--- src/rtl/shubham_fifo.sv ---
// shubham_fifo
//   Single-clock FIFO for 2D pipeline command words. DEPTH entries of
//   DATA_WIDTH bits, registered read data, full/empty decoded from the
//   registered occupancy count. Writes when full and reads when empty are
//   ignored, so stored contents are never disturbed.
//
// Ports
//   clk       rising-edge clock
//   n_rst     asynchronous reset, active HIGH despite the name
//   w_enable  write request; accepted when !full
//   w_data    word written on an accepted write
//   r_enable  read request; accepted when !empty
//   r_data    word popped by the most recent accepted read (held otherwise)
//   empty     count == 0
//   full      count == DEPTH
module shubham_fifo #(
   parameter int DATA_WIDTH = 83,
   parameter int DEPTH      = 4
) (
   input  logic                  clk,
   input  logic                  n_rst,
   input  logic                  w_enable,
   input  logic [DATA_WIDTH-1:0] w_data,
   input  logic                  r_enable,
   output logic [DATA_WIDTH-1:0] r_data,
   output logic                  empty,
   output logic                  full
);

   localparam int            AW       = $clog2(DEPTH);
   localparam logic [AW:0]   FULL_CNT = (AW+1)'(DEPTH);

   logic [DEPTH-1:0][DATA_WIDTH-1:0] mem;
   logic [AW-1:0]                    wptr, rptr;
   logic [AW:0]                      count;
   logic                             wr_ok, rd_ok;

   assign empty = (count == '0);
   assign full  = (count == FULL_CNT);

   // Accept decisions use the flags as they stood before the edge, so a
   // read on empty never falls through to a same-cycle write.
   assign wr_ok = w_enable && !full;
   assign rd_ok = r_enable && !empty;

   // Storage is not reset; the pointers and count define what is valid.
   always_ff @(posedge clk) begin
      if (wr_ok) mem[wptr] <= w_data;
   end

   always_ff @(posedge clk or posedge n_rst) begin
      if (n_rst) begin
         wptr   <= '0;
         rptr   <= '0;
         count  <= '0;
         r_data <= '0;
      end else begin
         if (wr_ok) wptr <= wptr + 1'b1;
         if (rd_ok) begin
            r_data <= mem[rptr];
            rptr   <= rptr + 1'b1;
         end
         case ({wr_ok, rd_ok})
            2'b10:   count <= count + 1'b1;
            2'b01:   count <= count - 1'b1;
            default: count <= count;
         endcase
      end
   end

endmodule

--- config.mk ---
export PLATFORM = sky130hd
export DESIGN_NAME = shubham_fifo
export DESIGN_NICKNAME = d
export VERILOG_FILES = /design/src/rtl/shubham_fifo.sv
export SDC_FILE = /design/constraint.sdc
export NUM_CORES = 1
export LEC_CHECK = 0
export BUFFER_PORTS_ARGS = -buffer_cell sky130_fd_sc_hd__buf_2
export CORE_ASPECT_RATIO = 0.6
export CORE_MARGIN = 2
export CORE_UTILIZATION = 45
export CTS_CLUSTER_DIAMETER = 40
export DETAILED_ROUTE_END_ITERATION = 12
export GPL_ROUTABILITY_DRIVEN = 0
export GPL_TIMING_DRIVEN = 0
export PLACE_DENSITY = 0.73
export SLEW_MARGIN = 20
export SYNTH_ARGS = -nofsm -noshare
export SYNTH_HDL_FRONTEND = slang
export SYNTH_SLANG_ARGS = --single-unit
--- constraint.sdc ---
create_clock -name clk -period 4.9 [get_ports clk]
set_clock_uncertainty 0.15 [all_clocks]
set_input_delay 0.735 -clock clk [delete_from_list [all_inputs] [get_ports clk]]
set_output_delay 0.735 -clock clk [all_outputs]
set_load 0.05 [all_outputs]
[Word level (Yosys, flattened, before mapping)]
Index checks and enable logic that the tools add are counted.
W data, S select, Z words.
Storage, ports and cells
  register bits after elaboration: 422
  input bits: 87
  output and inout port bits: 85
Operators by class
  add/sub/neg operators: 4
  magnitude comparators: 3
  reduce and logical (&&, ||, !) cells: 7
  equality and inequality tests: 3
  multiplexer cells: 6
Operator list (number)
  $bwmux W332: 1
  $bmux W83 S2: 1
  $demux W83 S2: 1
  $mux W83: 2
  $lt A2 B3 Y1 const B: 2
  $pmux W3 S2: 1
  $add A2 B1 Y2 const B: 2
  $add A3 B1 Y3 const B: 1
  $eq A3 B3 Y1 const B: 1
  $logic_and A1 B1 Y1: 3
  $logic_not A3 Y1: 1
  $sub A3 B1 Y3 const B: 1
  $eq A2 B1 Y1 const B: 1
  $eq A2 B2 Y1 const B: 1
  $ge A2 B1 Y1 const B: 1
  $logic_not A1 Y1: 2
  $reduce_bool A2 Y1: 1

[Depth between registers and ports, before layout]
Gate-level depths: netlist (run 1).
  depth after elaboration: 5
  mapped depth: 9
  gate-level depth less buffers: 9

[Worst setup path before layout (run 1)]
Ideal clock, no wire load.
  path kind: register -> register
  start point: reg count[0]
  end point: reg mem[0] (netlist bit) (enable)
  setup time: 0.630 ns
  arrival time: 3.103 ns
  path buffers: 0
  path slack: 1.016 ns
  stages on the path, launching flop included: 4
  path through: dfrtp_1 > nor3b_1 > nor2b_1 > and2_1
Between the ends
  word-level cells in the longest chain between the ends: 3
Ends and longest elaborated chain
  start, declared: line 35  | logic [AW:0] count;
  start signal, assigned: line 64  | 2'b10: count <= count + 1'b1;
  start signal, assigned: line 65  | 2'b01: count <= count - 1'b1;
  start signal, assigned: line 66  | default: count <= count;
  $eq A3 B3 Y1: line 39  | assign full = (count == FULL_CNT);
  via full: line 27  | output logic full
  $logic_not A1 Y1: line 43  | assign wr_ok = w_enable && !full;
  $logic_and A1 B1 Y1: line 43
  end signal, assigned by index: line 48  | if (wr_ok) mem[wptr] <= w_data;
  end, declared: line 33  | logic [DEPTH-1:0][DATA_WIDTH-1:0] mem;
The timed path passes the listed nets, and every way through them passes these cells.
A chain may end at the register's enable or synchronous reset.

[Worst setup path in the final report (run 1)]
  start point: reg count[2]
  end point: reg mem[10] (netlist bit) (enable)
Between the ends
  word-level cells in the longest chain between the ends: 3
Ends and longest elaborated chain (line)
  $eq A3 B3 Y1: 39
  $logic_not A1 Y1: 43
  $logic_and A1 B1 Y1: 43
Every way passes these cells.

==> results of run 1 <==
[worst paths after layout]
| check | end | slack, ps | depth (start not counted) |
|---|---|---|---|
| hold / removal | r_data[81] | 30 | 2 |
| setup reg to reg | mem[10] | 2370 | 4 |
| min in group clk | mem[283] | 260 | 1 |
| max in group asynchronous | r_data[47] | 3900 | 3 |
| setup / recovery | mem[10] | 2370 | 4 |
| hold reg to reg | r_data[41] | 320 | 2 |
[layout make-up]
type,count,area [µm²],share of cell area (%)
clock inverter,25,315,1.70
inverter,8,35.0,0.188
buffer,37,282,1.51
clock buffer,51,1140,6.11
sequential,422,12200,65.7
tap,459,574,3.09
timing repair buffer,176,993,5.34
antenna,3,7.51,0.0404
multi-input combinational,357,3030,16.3
[per-layer routing]
layer / share of wire [%] / up-vias / global-route usage [%]
li1: - / 3533 / -
met1: 45 / 3984 / 25.2
met2: 47 / 207 / 27.4
met3: 6.4 / 42 / 4.58
met4: 1.5 / 4 / 3.99
met5: 0.087 / - / 0
[registers in the layout (all words and copies together), names as in the netlist]
name,cells
rptr,2
mem,332
wptr,2
r_data,83
count,3
[synthesized netlist by cell type (all sizes together)]
cell type / count / share of area (%)
o31ai: 1 / 0.080
clkbuf: 5 / 0.12
mux2: 1 / 0.072
xor2: 2 / 0.11
dfrtp: 90 / 14
ha: 5 / 0.40
inv: 8 / 0.19
fa: 1 / 0.13
and2: 4 / 0.16
nor2b: 1 / 0.040
buf: 32 / 1.7
nor2: 1 / 0.024
edfxtp: 332 / 64
nor3: 1 / 0.032
mux4: 83 / 12
nor3b: 1 / 0.048
nand2: 251 / 6.1
o21ai: 1 / 0.032
xnor2: 4 / 0.23
[power groups by stage]
stage | Sequential, µW | Combinational [µW] | Clock (µW)
finish | 5160 | 4230 | 3350
detailed placement | 5240 | 4320 | 0
floorplan | 6410 | 2000 | 0
CTS | 5170 | 4330 | 3420
global route | 5250 | 4570 | 3570
global placement | 5290 | 4190 | 0
[logic make-up (layout without fill, tap and decap cells)]
group	Yosys count	after routing	share of synthesized area (%)
flip-flops	422	422	78.6
XOR/XNOR	6	6	0.338
multiplexers	84	84	12.1
other	0	3	0
adder cells (fa/ha/maj)	6	6	0.531
AND/OR/NAND/NOR	259	259	6.36
AO/OA/AOI/OAI	2	2	0.113
buffers and inverters	45	297	2.00
[per-stage QoR]
| stage | cells | TNS [ps] | setup slack (ps) |
|---|---|---|---|
| 5_1_grt | 1535 | 0 | 2170 |
| 3_5_place_dp | 1459 | 0 | 2070 |
| 3_3_place_gp | 1454 | -134600 | -386 |
| 4_1_cts | 1535 | 0 | 2340 |
| 2_1_floorplan | 824 | 0 | 1020 |
| 6_report | 1538 | 0 | 2370 |
[worst max-delay path, delay by kind of cell (launching register included)]
family / cells / cell delay [ps]
buf+inv: 1 / 310
simple gates: 3 / 1270
flops: 1 / 410
==> reports/metrics.cfg, run 1 <==
[power]
p_seq_share_pct = 40.5
peakVddDrop_v = 0.000345
p_per_area_nw_per_um2 = 685
swShare_pct = 35.0
p_switching_uw = 4470
internal_power_uw = 8280
combPwrFrac_pct = 33.2
p_leak_uw = 0.00716
clkPwrFrac_pct = 26.3
finalPower_uw = 12700

[cts]
clkTransAtPathRegs_ps = 60
clock_path_buffers = 3
htreeDepth = 2
postCtsSetupBuffers = 0
hold_buffers = 0
clk_latency_ps = 540
cts_resized = 0
clockRootBuffer = clkbuf_16
cts.sinks = 422
numCtsBuffers = 41
cts_tree = yes

[cells_and_area]
fin_area_um2 = 18600
layout-drive-gt1-share_pct = 34.0
final_cell_mix = edfxtp_1, nand2_1, buf_2
nNetsFinal = 1136
fillCellCount = 2674
area_growth_pct = 19.6
final_core_util_pct = 54.9
layout_commonest_cell = edfxtp_1

[place]
port_buffers = 171
dp_hpwl_um = 20000
postPlaceCellArea_um2 = 17100

[sta]
fmax_mhz = 396
relSlewSlack_pct = 53.4
finalSetupViolCount = 0
rsz0062_at_grt = false
hold_slack_ps = 30.5
hold_viol = 0
min_period_ps = 2530
period_share_pct = 51.6
tightest_slew_ps = 699
drv_slew = 0

[yosys]
ys_types = 23
synth_cells = 824
yosys_register_bits = 422
yosys_warnings = 0
synth.cell_area_um2 = 15600
avgSynthCellArea_um2 = 18.9
synth_nets = 917
synth-seq-area-share_pct = 78.6

[status]
run_status = finished, final reports clean

[floorplanning]
die_h_um = 148
dieWidth_um = 244
core_area_um2 = 33900
rows = 52
initial_utilization_pct = 45.9
ios = 172
dieArea_um2 = 36100

[critical_path]
crit_start = count[2]
timing.rr.start = count[2]
crit_type = reg2reg
critical_path.startpoint_type = flip-flop
critPathCaptureType = flip-flop
crit_path_top_delay_cell = and2_4
path_max_fanout = 43
cp.arrival_ps = 2590
max_stage_delay_ps = 680
path_cells = nor3b_1 -> nor2b_1 -> and2_4 -> buf_16
worstPathRequired_ps = 4960

[global_routing]
first_global_vias = 8089
grt_antenna_before_repair = 6
grt_max_degree = 59
gr-total-overflow = 0
grt.total_usage_pct = 17.6
grt_pass1_wl_um = 47700

[drt]
drt_first_iter_violations = 638
drcViolationCount = 0
wire_per_inst_um = 20.1
routed_via_density = 5.05
dr.pass1.iters = 5
num_vias = 7770
routed_wl_um = 30900
ant_nets = 0

[min_path]
hold_path_class = in2async

[job]
maxCapViolations = 0

(Power assumes the default switching activity.)
==> run 2, diff against run 1 <==
Settings changed: PLACE_DENSITY 0.73 to 0.75.
Clock period 4.9 ns to 2.04 ns, I/O delays scaled along.
==> run 2 against run 1 <==
  * The run now ends with negative setup slack left
  * Final area is 6.0% higher
  * Critical endpoint is now count[2]
  * Highest routed layer is now met4
  * Routed wire length up 7.2%
  * Global-route usage is 1.0 points higher
  * Clock-buffer cell count grew 3
  * Critical path type unchanged
  * Non-clock buffer count is 100 higher
  * Sequential cell count unchanged
  * Sequential power up 140%
==> reports/metrics.cfg, run 2 (synthesized netlist as in run 1, its figures left out) <==
[status]
run_status = finished, violations left
failed_checks = negative setup slack

[cts]
htreeDepth = 2
clock_path_buffers = 3
clkTransAtPathRegs_ps = 70
cts.sinks = 422
numCtsBuffers = 42
cts_tree = yes
clk_latency_ps = 550
clockRootBuffer = clkbuf_16

[power]
p_leak_uw = 0.00763
swShare_pct = 35.5
peakVddDrop_v = 0.00135
p_per_area_nw_per_um2 = 1580
p_switching_uw = 11100
internal_power_uw = 20100
clkPwrFrac_pct = 25.5
combPwrFrac_pct = 34.6
p_seq_share_pct = 39.9

[critical_path]
cp.arrival_ps = 2500
critical_path.startpoint_type = flip-flop
crit_start = count[0]
critPathCaptureType = flip-flop
max_stage_delay_ps = 460
cp_top_family = simple AND/OR/NAND/NOR gates
crit_path_top_delay_cell = dfrtp_2
cp_num_buf_inv = 2
crit_type = reg2reg
timing.rr.start = count[0]
worstPathRequired_ps = 2340
path_cells = nor3b_4 -> nor2b_4 -> inv_2 -> ha_4 -> inv_2 -> fa_2 -> xor2_1 -> nor2_1 -> xor2_1
path_max_fanout = 6

[min_path]
hold_path_class = in2reg
min_from = r_enable

[drt]
routed_wl_um = 33100
drcViolationCount = 0
dr.pass1.iters = 4
routed_via_density = 5.04
wire_per_inst_um = 20.2
drt_first_iter_violations = 530
num_vias = 8282
ant_nets = 0

[cells_and_area]
reg.largest.list = mem x332, r_data x83, count x3
nNetsFinal = 1241
layout_commonest_cell = edfxtp_1
final_core_util_pct = 58.2
final_cell_mix = edfxtp_1, nand2_1, buf_2
layout-drive-gt1-share_pct = 33.8
area_growth_pct = 26.7
largest_reg_flops = 332
largest-register = mem

[global_routing]
grt_max_degree = 61
first_global_vias = 8729
grt_antenna_before_repair = 2
grt.total_usage_pct = 18.6
grt_pass1_wl_um = 50600
gr-total-overflow = 0

[sta]
hold_slack_ps = 129
drv_slew = 0
fmax_mhz = 453
finalSetupViolCount = 79
relSlewSlack_pct = 49.1
tightest_slew_ps = 764
period_share_pct = 108
fin_ws_ps = -165
rsz0062_at_grt = true
hold_viol = 0
min_period_ps = 2210

[place]
dp_hpwl_um = 20000
port_buffers = 171
post-place-ws_ps = -307

[floorplanning]
core_area_um2 = 33900
ios = 172
dieArea_um2 = 36100
dieWidth_um = 244
initial_utilization_pct = 45.9
die_h_um = 148
rows = 52

[job]
maxCapViolations = 0

[run 2: metal layers]
metal	up-vias	global-route usage, %	wire, µm
li1	3746	-	-
met5	-	0	0
met3	46	3.50	1710
met4	0	4.33	590
met1	4269	26.7	14900
met2	221	30.0	15900
[run 2: final timing paths]
kind                               to  depth (start not counted)  slack (ps)
setup / recovery             count[2]                          9        -170
hold / removal             r_data[38]                          6         130
setup reg to reg             count[2]                          9        -170
hold reg to reg            r_data[51]                          2         320
max in group asynchronous  r_data[75]                          4        1060
min in group asynchronous  r_data[44]                          3         170
[run 2: through the flow]
| stage | instance area [µm²] | setup TNS [ps] | instances | total power [µW] |
|---|---|---|---|---|
| after CTS | 19600 | -2410 | 1637 | 31300 |
| after detailed placement | 17200 | -46600 | 1462 | 23000 |
| after global routing | 19700 | -10880 | 1643 | 32700 |
| after global placement | 17000 | -357680 | 1454 | 22700 |
| final | 19700 | -3880 | 1643 | 31200 |
| after floorplan | 15600 | -107470 | 824 | 20200 |
[run 2: layout make-up]
type                       count  area, µm²
clock buffer                  54       1200
timing repair buffer         276       2000
multi-input combinational    361       3120
inverter                       8       33.8
fill                        2521      14200
clock inverter                24        258
sequential                   422      12200
buffer                        37        293
antenna                        2       5.00
tap                          459        574
[run 2: repair_timing]
action	CTS	global route
buffers inserted	10	3
endpoints found under the hold margin	422	0
pin swaps	8	5
hold buffers	84	0
resized for setup	6	11
setup endpoints to repair	205	215
cloned	4	1
[run 2: power by group through the flow]
stage / clock network (µW) / registers (µW) / logic (µW)
finish: 7940 / 12400 / 10800
detailed placement: 0 / 12600 / 10400
CTS: 8100 / 12500 / 10800
global route: 8460 / 12700 / 11600
global placement: 0 / 12600 / 10100
floorplan: 0 / 15300 / 4850
[run 2: worst reg2reg max path: cells and delay by family (launching register included)]
family | cells | cell delay (ps)
flip-flops | 1 | 460
AND/OR/NAND/NOR | 3 | 550
buffers and inverters | 2 | 120
XOR/XNOR | 2 | 370
adder cells (fa/ha/maj) | 2 | 470
